===== src/rtl/if_prefetch_if.sv =====
// Instruction-memory request/response bus between the fetch unit (master)
// and instruction memory (slave). Requests use valid/ready; responses are in order.
interface if_prefetch_if #(
    parameter int XLEN = 32
);
    logic            imem_req_valid;
    logic            imem_req_ready;
    logic [XLEN-1:0] imem_req_addr;
    logic            imem_rsp_valid;
    logic [XLEN-1:0] imem_rsp_data;

    modport master (
        output imem_req_valid, imem_req_addr,
        input  imem_req_ready, imem_rsp_valid, imem_rsp_data
    );

    modport slave (
        input  imem_req_valid, imem_req_addr,
        output imem_req_ready, imem_rsp_valid, imem_rsp_data
    );
endinterface


===== src/rtl/if_prefetch.sv =====
// Instruction fetch with a DEPTH-entry prefetch buffer and ID redirect support.
// Optional feature: define IF_PERF_CNT_EN to add the bubble_cnt output.
module if_prefetch #(
    parameter int              XLEN     = 32,
    parameter int              DEPTH    = 4,
    parameter logic [XLEN-1:0] RESET_PC = '0,
    parameter logic [XLEN-1:0] NOP      = XLEN'(32'h0000_0013)
) (
    input  logic             clk,
    input  logic             rst,
    input  logic             jump_flag_id,
    input  logic [XLEN-1:0]  jump_address_id,
    if_prefetch_if.master    imem,
    output logic             if_valid,
    input  logic             if_ready,
    output logic [XLEN-1:0]  instruction,
    output logic [XLEN-1:0]  instruction_address
`ifdef IF_PERF_CNT_EN
    ,
    output logic [31:0]      bubble_cnt
`endif
);
    localparam int AW = $clog2(DEPTH);
    localparam int CW = AW + 1;

    typedef enum logic [1:0] {S_IDLE, S_WAIT, S_DROP} state_t;

    state_t          state, state_next;
    logic [XLEN-1:0] fetch_pc;
    logic [XLEN-1:0] req_pc;
    logic [XLEN-1:0] pc_mem    [DEPTH];
    logic [XLEN-1:0] instr_mem [DEPTH];
    logic [AW-1:0]   rd_ptr, wr_ptr;
    logic [CW-1:0]   count;
    logic            not_empty, req_fire, push, pop;

    assign not_empty = (count != '0);
    assign req_fire  = imem.imem_req_valid & imem.imem_req_ready;
    // A redirect kills both the response and the pop happening in its cycle.
    assign push      = (state == S_WAIT) & imem.imem_rsp_valid & ~jump_flag_id;
    assign pop       = not_empty & if_ready & ~jump_flag_id;

    always_ff @(posedge clk or posedge rst) begin
        if (rst) state <= S_IDLE;
        else     state <= state_next;
    end

    always_comb begin
        state_next = state;
        unique case (state)
            S_IDLE: if (req_fire) state_next = jump_flag_id ? S_DROP : S_WAIT;
            S_WAIT: begin
                if (imem.imem_rsp_valid)  state_next = S_IDLE;
                else if (jump_flag_id)    state_next = S_DROP;
            end
            S_DROP: if (imem.imem_rsp_valid) state_next = S_IDLE;
            default: state_next = S_IDLE;
        endcase
    end

    always_comb begin
        imem.imem_req_valid = ~rst & (state == S_IDLE) & (count < CW'(DEPTH));
        imem.imem_req_addr  = fetch_pc;
        if_valid            = not_empty;
        instruction         = not_empty ? instr_mem[rd_ptr] : NOP;
        instruction_address = not_empty ? pc_mem[rd_ptr]    : fetch_pc;
    end

    always_ff @(posedge clk or posedge rst) begin
        if (rst) begin
            fetch_pc <= RESET_PC;
            req_pc   <= RESET_PC;
        end else begin
            if (req_fire) req_pc <= fetch_pc;
            if (jump_flag_id)  fetch_pc <= jump_address_id;
            else if (req_fire) fetch_pc <= fetch_pc + XLEN'(4);
        end
    end

    always_ff @(posedge clk or posedge rst) begin
        if (rst) begin
            rd_ptr <= '0;
            wr_ptr <= '0;
            count  <= '0;
        end else if (jump_flag_id) begin
            rd_ptr <= '0;
            wr_ptr <= '0;
            count  <= '0;
        end else begin
            if (push) wr_ptr <= wr_ptr + AW'(1);
            if (pop)  rd_ptr <= rd_ptr + AW'(1);
            unique case ({push, pop})
                2'b10:   count <= count + CW'(1);
                2'b01:   count <= count - CW'(1);
                default: count <= count;
            endcase
        end
    end

    // NOTE: buffer storage has no reset; count gates every read, so stale contents are never visible.
    always_ff @(posedge clk) begin
        if (push) begin
            pc_mem[wr_ptr]    <= req_pc;
            instr_mem[wr_ptr] <= imem.imem_rsp_data;
        end
    end

`ifdef IF_PERF_CNT_EN
    always_ff @(posedge clk or posedge rst) begin
        if (rst)                                           bubble_cnt <= '0;
        else if (if_ready && !not_empty && bubble_cnt != '1) bubble_cnt <= bubble_cnt + 32'd1;
    end
`endif
endmodule


===== src/flat_wrapper.sv =====
// flat-port wrapper written by rule: the top's interface ports become plain ports
module if_prefetch_flat 
#(
    parameter int              XLEN     = 32,
    parameter int              DEPTH    = 4,
    parameter logic [XLEN-1:0] RESET_PC = '0,
    parameter logic [XLEN-1:0] NOP      = XLEN'(32'h0000_0013)
)
  (clk, rst, jump_flag_id, jump_address_id, if_valid, if_ready, instruction, instruction_address, imem_imem_req_valid, imem_imem_req_addr, imem_imem_req_ready, imem_imem_rsp_valid, imem_imem_rsp_data);
  if_prefetch_if #(.XLEN(XLEN)) imem_i ();
  input  logic clk;
  input  logic rst;
  input  logic jump_flag_id;
  input  logic [XLEN-1:0] jump_address_id;
  output logic if_valid;
  input  logic if_ready;
  output logic [XLEN-1:0] instruction;
  output logic [XLEN-1:0] instruction_address;
  output wire logic [$bits(imem_i.imem_req_valid)-1:0] imem_imem_req_valid;
  output wire logic [$bits(imem_i.imem_req_addr)-1:0] imem_imem_req_addr;
  input wire logic [$bits(imem_i.imem_req_ready)-1:0] imem_imem_req_ready;
  input wire logic [$bits(imem_i.imem_rsp_valid)-1:0] imem_imem_rsp_valid;
  input wire logic [$bits(imem_i.imem_rsp_data)-1:0] imem_imem_rsp_data;
  assign imem_imem_req_valid = imem_i.imem_req_valid;
  assign imem_imem_req_addr = imem_i.imem_req_addr;
  assign imem_i.imem_req_ready = imem_imem_req_ready;
  assign imem_i.imem_rsp_valid = imem_imem_rsp_valid;
  assign imem_i.imem_rsp_data = imem_imem_rsp_data;
  if_prefetch #(.XLEN(XLEN), .DEPTH(DEPTH), .RESET_PC(RESET_PC), .NOP(NOP)) u_core (.clk(clk), .rst(rst), .jump_flag_id(jump_flag_id), .jump_address_id(jump_address_id), .imem(imem_i), .if_valid(if_valid), .if_ready(if_ready), .instruction(instruction), .instruction_address(instruction_address));
endmodule

===== config.mk =====
export PLATFORM = sky130hd
export DESIGN_NAME = if_prefetch_flat
export DESIGN_NICKNAME = d
export VERILOG_FILES = /design/src/rtl/if_prefetch_if.sv /design/src/rtl/if_prefetch.sv /design/src/flat_wrapper.sv
export SDC_FILE = /design/constraint.sdc
export NUM_CORES = 1
export LEC_CHECK = 0
export ABC_AREA = 1
export BUFFER_PORTS_ARGS = -buffer_cell sky130_fd_sc_hd__buf_2
export CORE_MARGIN = 2
export CORE_UTILIZATION = 50
export DETAILED_ROUTE_END_ITERATION = 7
export PLACE_DENSITY = 0.74
export SLEW_MARGIN = 25
export SYNTH_ARGS = -nofsm -noshare
export SYNTH_HDL_FRONTEND = slang
export SYNTH_SLANG_ARGS = --single-unit

===== constraint.sdc =====
create_clock -name clk -period 5.28 [get_ports clk]
set_input_delay 0.528 -clock clk [delete_from_list [all_inputs] [get_ports clk]]
set_output_delay 0.528 -clock clk [all_outputs]
set_load 0.02 [all_outputs]

==> metrics.md <==
| Metric | Value |
|---|---|
| Outcome | `finished, final reports clean` |
| Max incr delay on CP | `0.72 ns` |
| Kind of critical path | `register to output pin` |
| Remaining global-route overflow | `0` |
| Path depth of the worst reg2reg path | `9` |
| Die area | `just under 30000 um^2` |
| Worst slew margin | `between 30% and 40%` |
| Critical path, cell by cell | `clkinv_2, buf_4, o21ai_0, o22ai_1, nand2_1, o21ai_0, buf_2` |
| Synth Register Bits | `roughly 330` |
| Clk sink count | `between 300 and 400` |
| Filler cells | `2343` |
| Post CTS Setup Buffer Count | `0` |
| Cell family with most CP delay | `buffers and inverters` |
| DR WL/cell | `about 18 um` |
| Multi-input combinational cell area | `roughly 4000 um^2` |
| Commonest register cell after synthesis | `edfxtp_1` |
| Sw Ratio | `roughly 35%` |
| Hold-fix buffers, CTS | `0` |
| Tmin final | `3.78 ns` |
| RSZ-0062 raised after global routing | `false` |
| Power density cells | `501 nW/um^2` |
| Drt via density | `approximately 5.5` |
| Number of synthesized flops with an enable pin | `about 260` |
| Hold Violations, Final | `0` |
| YS warnings | `0` |
| Ratio of cells with drive above 1 in the final layout | `approximately 18%` |
| Clock buffer depth | `3` |
| Syn Nets | `roughly 1400` |
| Post-synthesis cell type count | `35` |
| Startpoint types | `register` |
| All-Layer GR Usage | `23.0%` |
| # port buffers | `approximately 170` |
| Leak | `~6.4 nW` |
| Area share of the largest cell type after synthesis | `a little over half` |
| CTS Buf Count | `34` |
| Cell Area, Synth | `roughly 14000 um^2` |
| Antenna violations before repair | `0` |
| Top cells by area, synth | `edfxtp_1, dfrtp_1, o21ai_0, nor2_1, nand2_1` |
| Setup TNS | `0 ns` |
| R2r startpoint | `u_core.count[2]` |
| Hold WC Path Type | `input pin to asynchronous set/reset pin` |
| Met1 global-route usage | `between 30% and 40%` |
| Post-Synthesis Cells | `about 1300` |
| Worst-skew pair later-pin latency | `around 0.5 ns` |
| Final wirelength | `33.8 mm` |
| Pwr Total | `0.00817 W` |
| CORE AREA | `about 28000 um^2` |
| Layer with the highest usage | `met2` |
| Most common cell on crit path | `o21ai_0` |
| Row count | `between 60 and 70` |
| WP data arrival | `between 3 and 4 ns` |
| 1st-iter DRT viols | `1147` |
| Seq pwr share | `roughly two fifths` |
| Antenna-violating nets left | `0` |
| F_max | `265 MHz` |
| Vias | `just over 10000` |
| Cell-internal power | `0.00527 W` |
| Count of pins over their slew limit | `0` |
| Clock Power Share | `between 30% and 40%` |
| HPWL after DPL | `between 20 and 25 mm` |
| Register area | `between 9000 and 10000 um^2` |
| # diodes | `0` |
| Setup crit start | `u_core.rd_ptr[0]` |
| Gate power share | `28.5%` |
| Global placer's final weighted congestion | `0.912` |
| Die Wd | `172 um` |
| Reg2reg setup slack | `between 2 and 3 ns` |
| Syn Area/Cell | `~11 um^2` |
| First-pass GRT wire length | `around 52 mm` |
| H-tree levels | `2` |
| Critical path fanouts, max | `57` |
| Die Y | `approximately 170 um` |
| CP Depth | `7` |
| Max-cap violations | `0` |
| I/O pin count | `about 170` |
| CP max stage cell | `dfrtp_4` |
| Count leader, synth | `edfxtp_1` |
| Met2 Use GR | `between 30 and 40%` |
| Area Overhead vs Synth | `15.8%` |
| Cell taking the most area after synthesis | `edfxtp_1` |
| DRC errors left | `0` |
| Async S/R FF share, synth | `between 20% and 30%` |
| Switching power | `about 0.0029 W` |
| Final setup fails | `0` |
| Clk_skew | `between 0.01 and 0.015 ns` |
| CTS clk-pin slew, worst paths | `0.07 ns` |
| Cells resized by post-CTS repair | `0` |
| Register area share after synthesis | `between 60% and 70%` |
| Met3 Track Usage GR | `under 10%` |
| Vias in the first global route | `around 9900` |
| Nets | `roughly 1500` |
| Max VDD drop | `~0.32 mV` |
| Worst path required time | `about 4.8 ns` |
| Starting density of the core | `between 50% and 60%` |
| CTS tree | `yes` |
| Type of destination of the critical path | `output pin` |
| Largest net degree at the start of global routing | `86` |
| Pre-antenna DRT Iters | `5` |
| Synth top cells by count | `edfxtp_1, nor2_1, nand2_1, o21ai_0, inv_1` |
| Fin crit share | `between 70% and 80%` |
| CTS Root Cell | `clkbuf_16` |
| CP Buf/Inv Count | `3` |
| Actual slew at the worst max-slew pin | `just under 1 ns` |
## state kept, by name, indices dropped and copies added, names as in the netlist
signal,cells
u_core.instr_mem,128
u_core.pc_mem,128
u_core.imem.imem_req_addr,32
u_core.req_pc,32
u_core.count,3
u_core.rd_ptr,2
u_core.state,2
u_core.wr_ptr,2
## logic make-up (layout without fill, tap and decap cells)
family / count (synthesis) / in the layout / synth area share [%]
flip-flops: 329 / 329 / 67.6
AND/OR/NAND/NOR: 524 / 524 / 15.1
multiplexers: 1 / 1 / 0.0711
XOR/XNOR: 8 / 8 / 0.498
buffers and inverters: 149 / 320 / 4.71
AO/OA/AOI/OAI: 304 / 304 / 11.5
adder cells (fa/ha/maj): 6 / 6 / 0.586
## per-layer routing
metal,part of all wire (%),wire [um],up-vias
li1,-,-,4819
met1,42,14300,4861
met2,46,15700,505
met3,9.1,3070,59
met4,2.1,724,0
met5,0,0,-
## power by group through the flow
stage	Clock (W)	Combinational (W)	Sequential [W]
6_report	0.00245	0.00233	0.00339
4_1_cts	0.00249	0.00234	0.00338
3_3_place_gp	0	0.00229	0.00341
5_1_grt	0.00259	0.00256	0.00342
2_1_floorplan	0	0.00156	0.00339
3_5_place_dp	0	0.00232	0.00343
## worst paths after layout
kind                                                end
min in group clk                        u_core.state[1]
setup reg to reg                        u_core.count[2]
hold reg to reg                    u_core.pc_mem[1][16]
max in group asynchronous  u_core.imem.imem_req_addr[9]
setup / recovery                 instruction_address[8]
hold / removal             u_core.imem.imem_req_addr[2]
## through the flow
step                cell area (um^2)  util [%]  cells  setup slack (ns)  hold slack (ns)
CTS                            16300      58.7   1870              1.48            0.215
global route                   16300      58.7   1870              1.19            0.233
floorplan                      14100         -   1321              1.18            0.476
global placement               15200      54.6   1809              2.09            0.492
finish                         16300      58.7   1870              1.50            0.199
detailed placement             15200      54.6   1809              2.04            0.500
## area by class of cell
| class | count | area share (%) |
|---|---|---|
| multi-input cells | 843 | 24.1 |
| inverters | 81 | 1.88 |
| well taps | 378 | 2.90 |
| flip-flops and latches | 329 | 58.4 |
| clock buffers | 46 | 5.75 |
| repair buffers | 178 | 5.71 |
| clock inverters | 15 | 1.27 |
## worst reg2reg max path: stages, from the launching register on
cell	delay, ns
dfrtp_1	0.44
nor2_1	0.21
nand2_4	0.43
nand2_2	0.34
nor2_2	0.08
fa_1	0.39
xor2_1	0.16
xor2_1	0.17
nand2_1	0.08
nand2_1	0.04
## cell usage in the layout (no fill, tap or decap), drive strengths merged, types with 9 or more instances in the layout
master / n
inv: 79
nor2: 251
nand3: 33
clkinv: 9
edfxtp: 256
clkbuf: 46
dfrtp: 73
o22ai: 33
buf: 178
o21ai: 224
nand2: 237
a21oi: 34
Power figures use the tool's default switching activity.
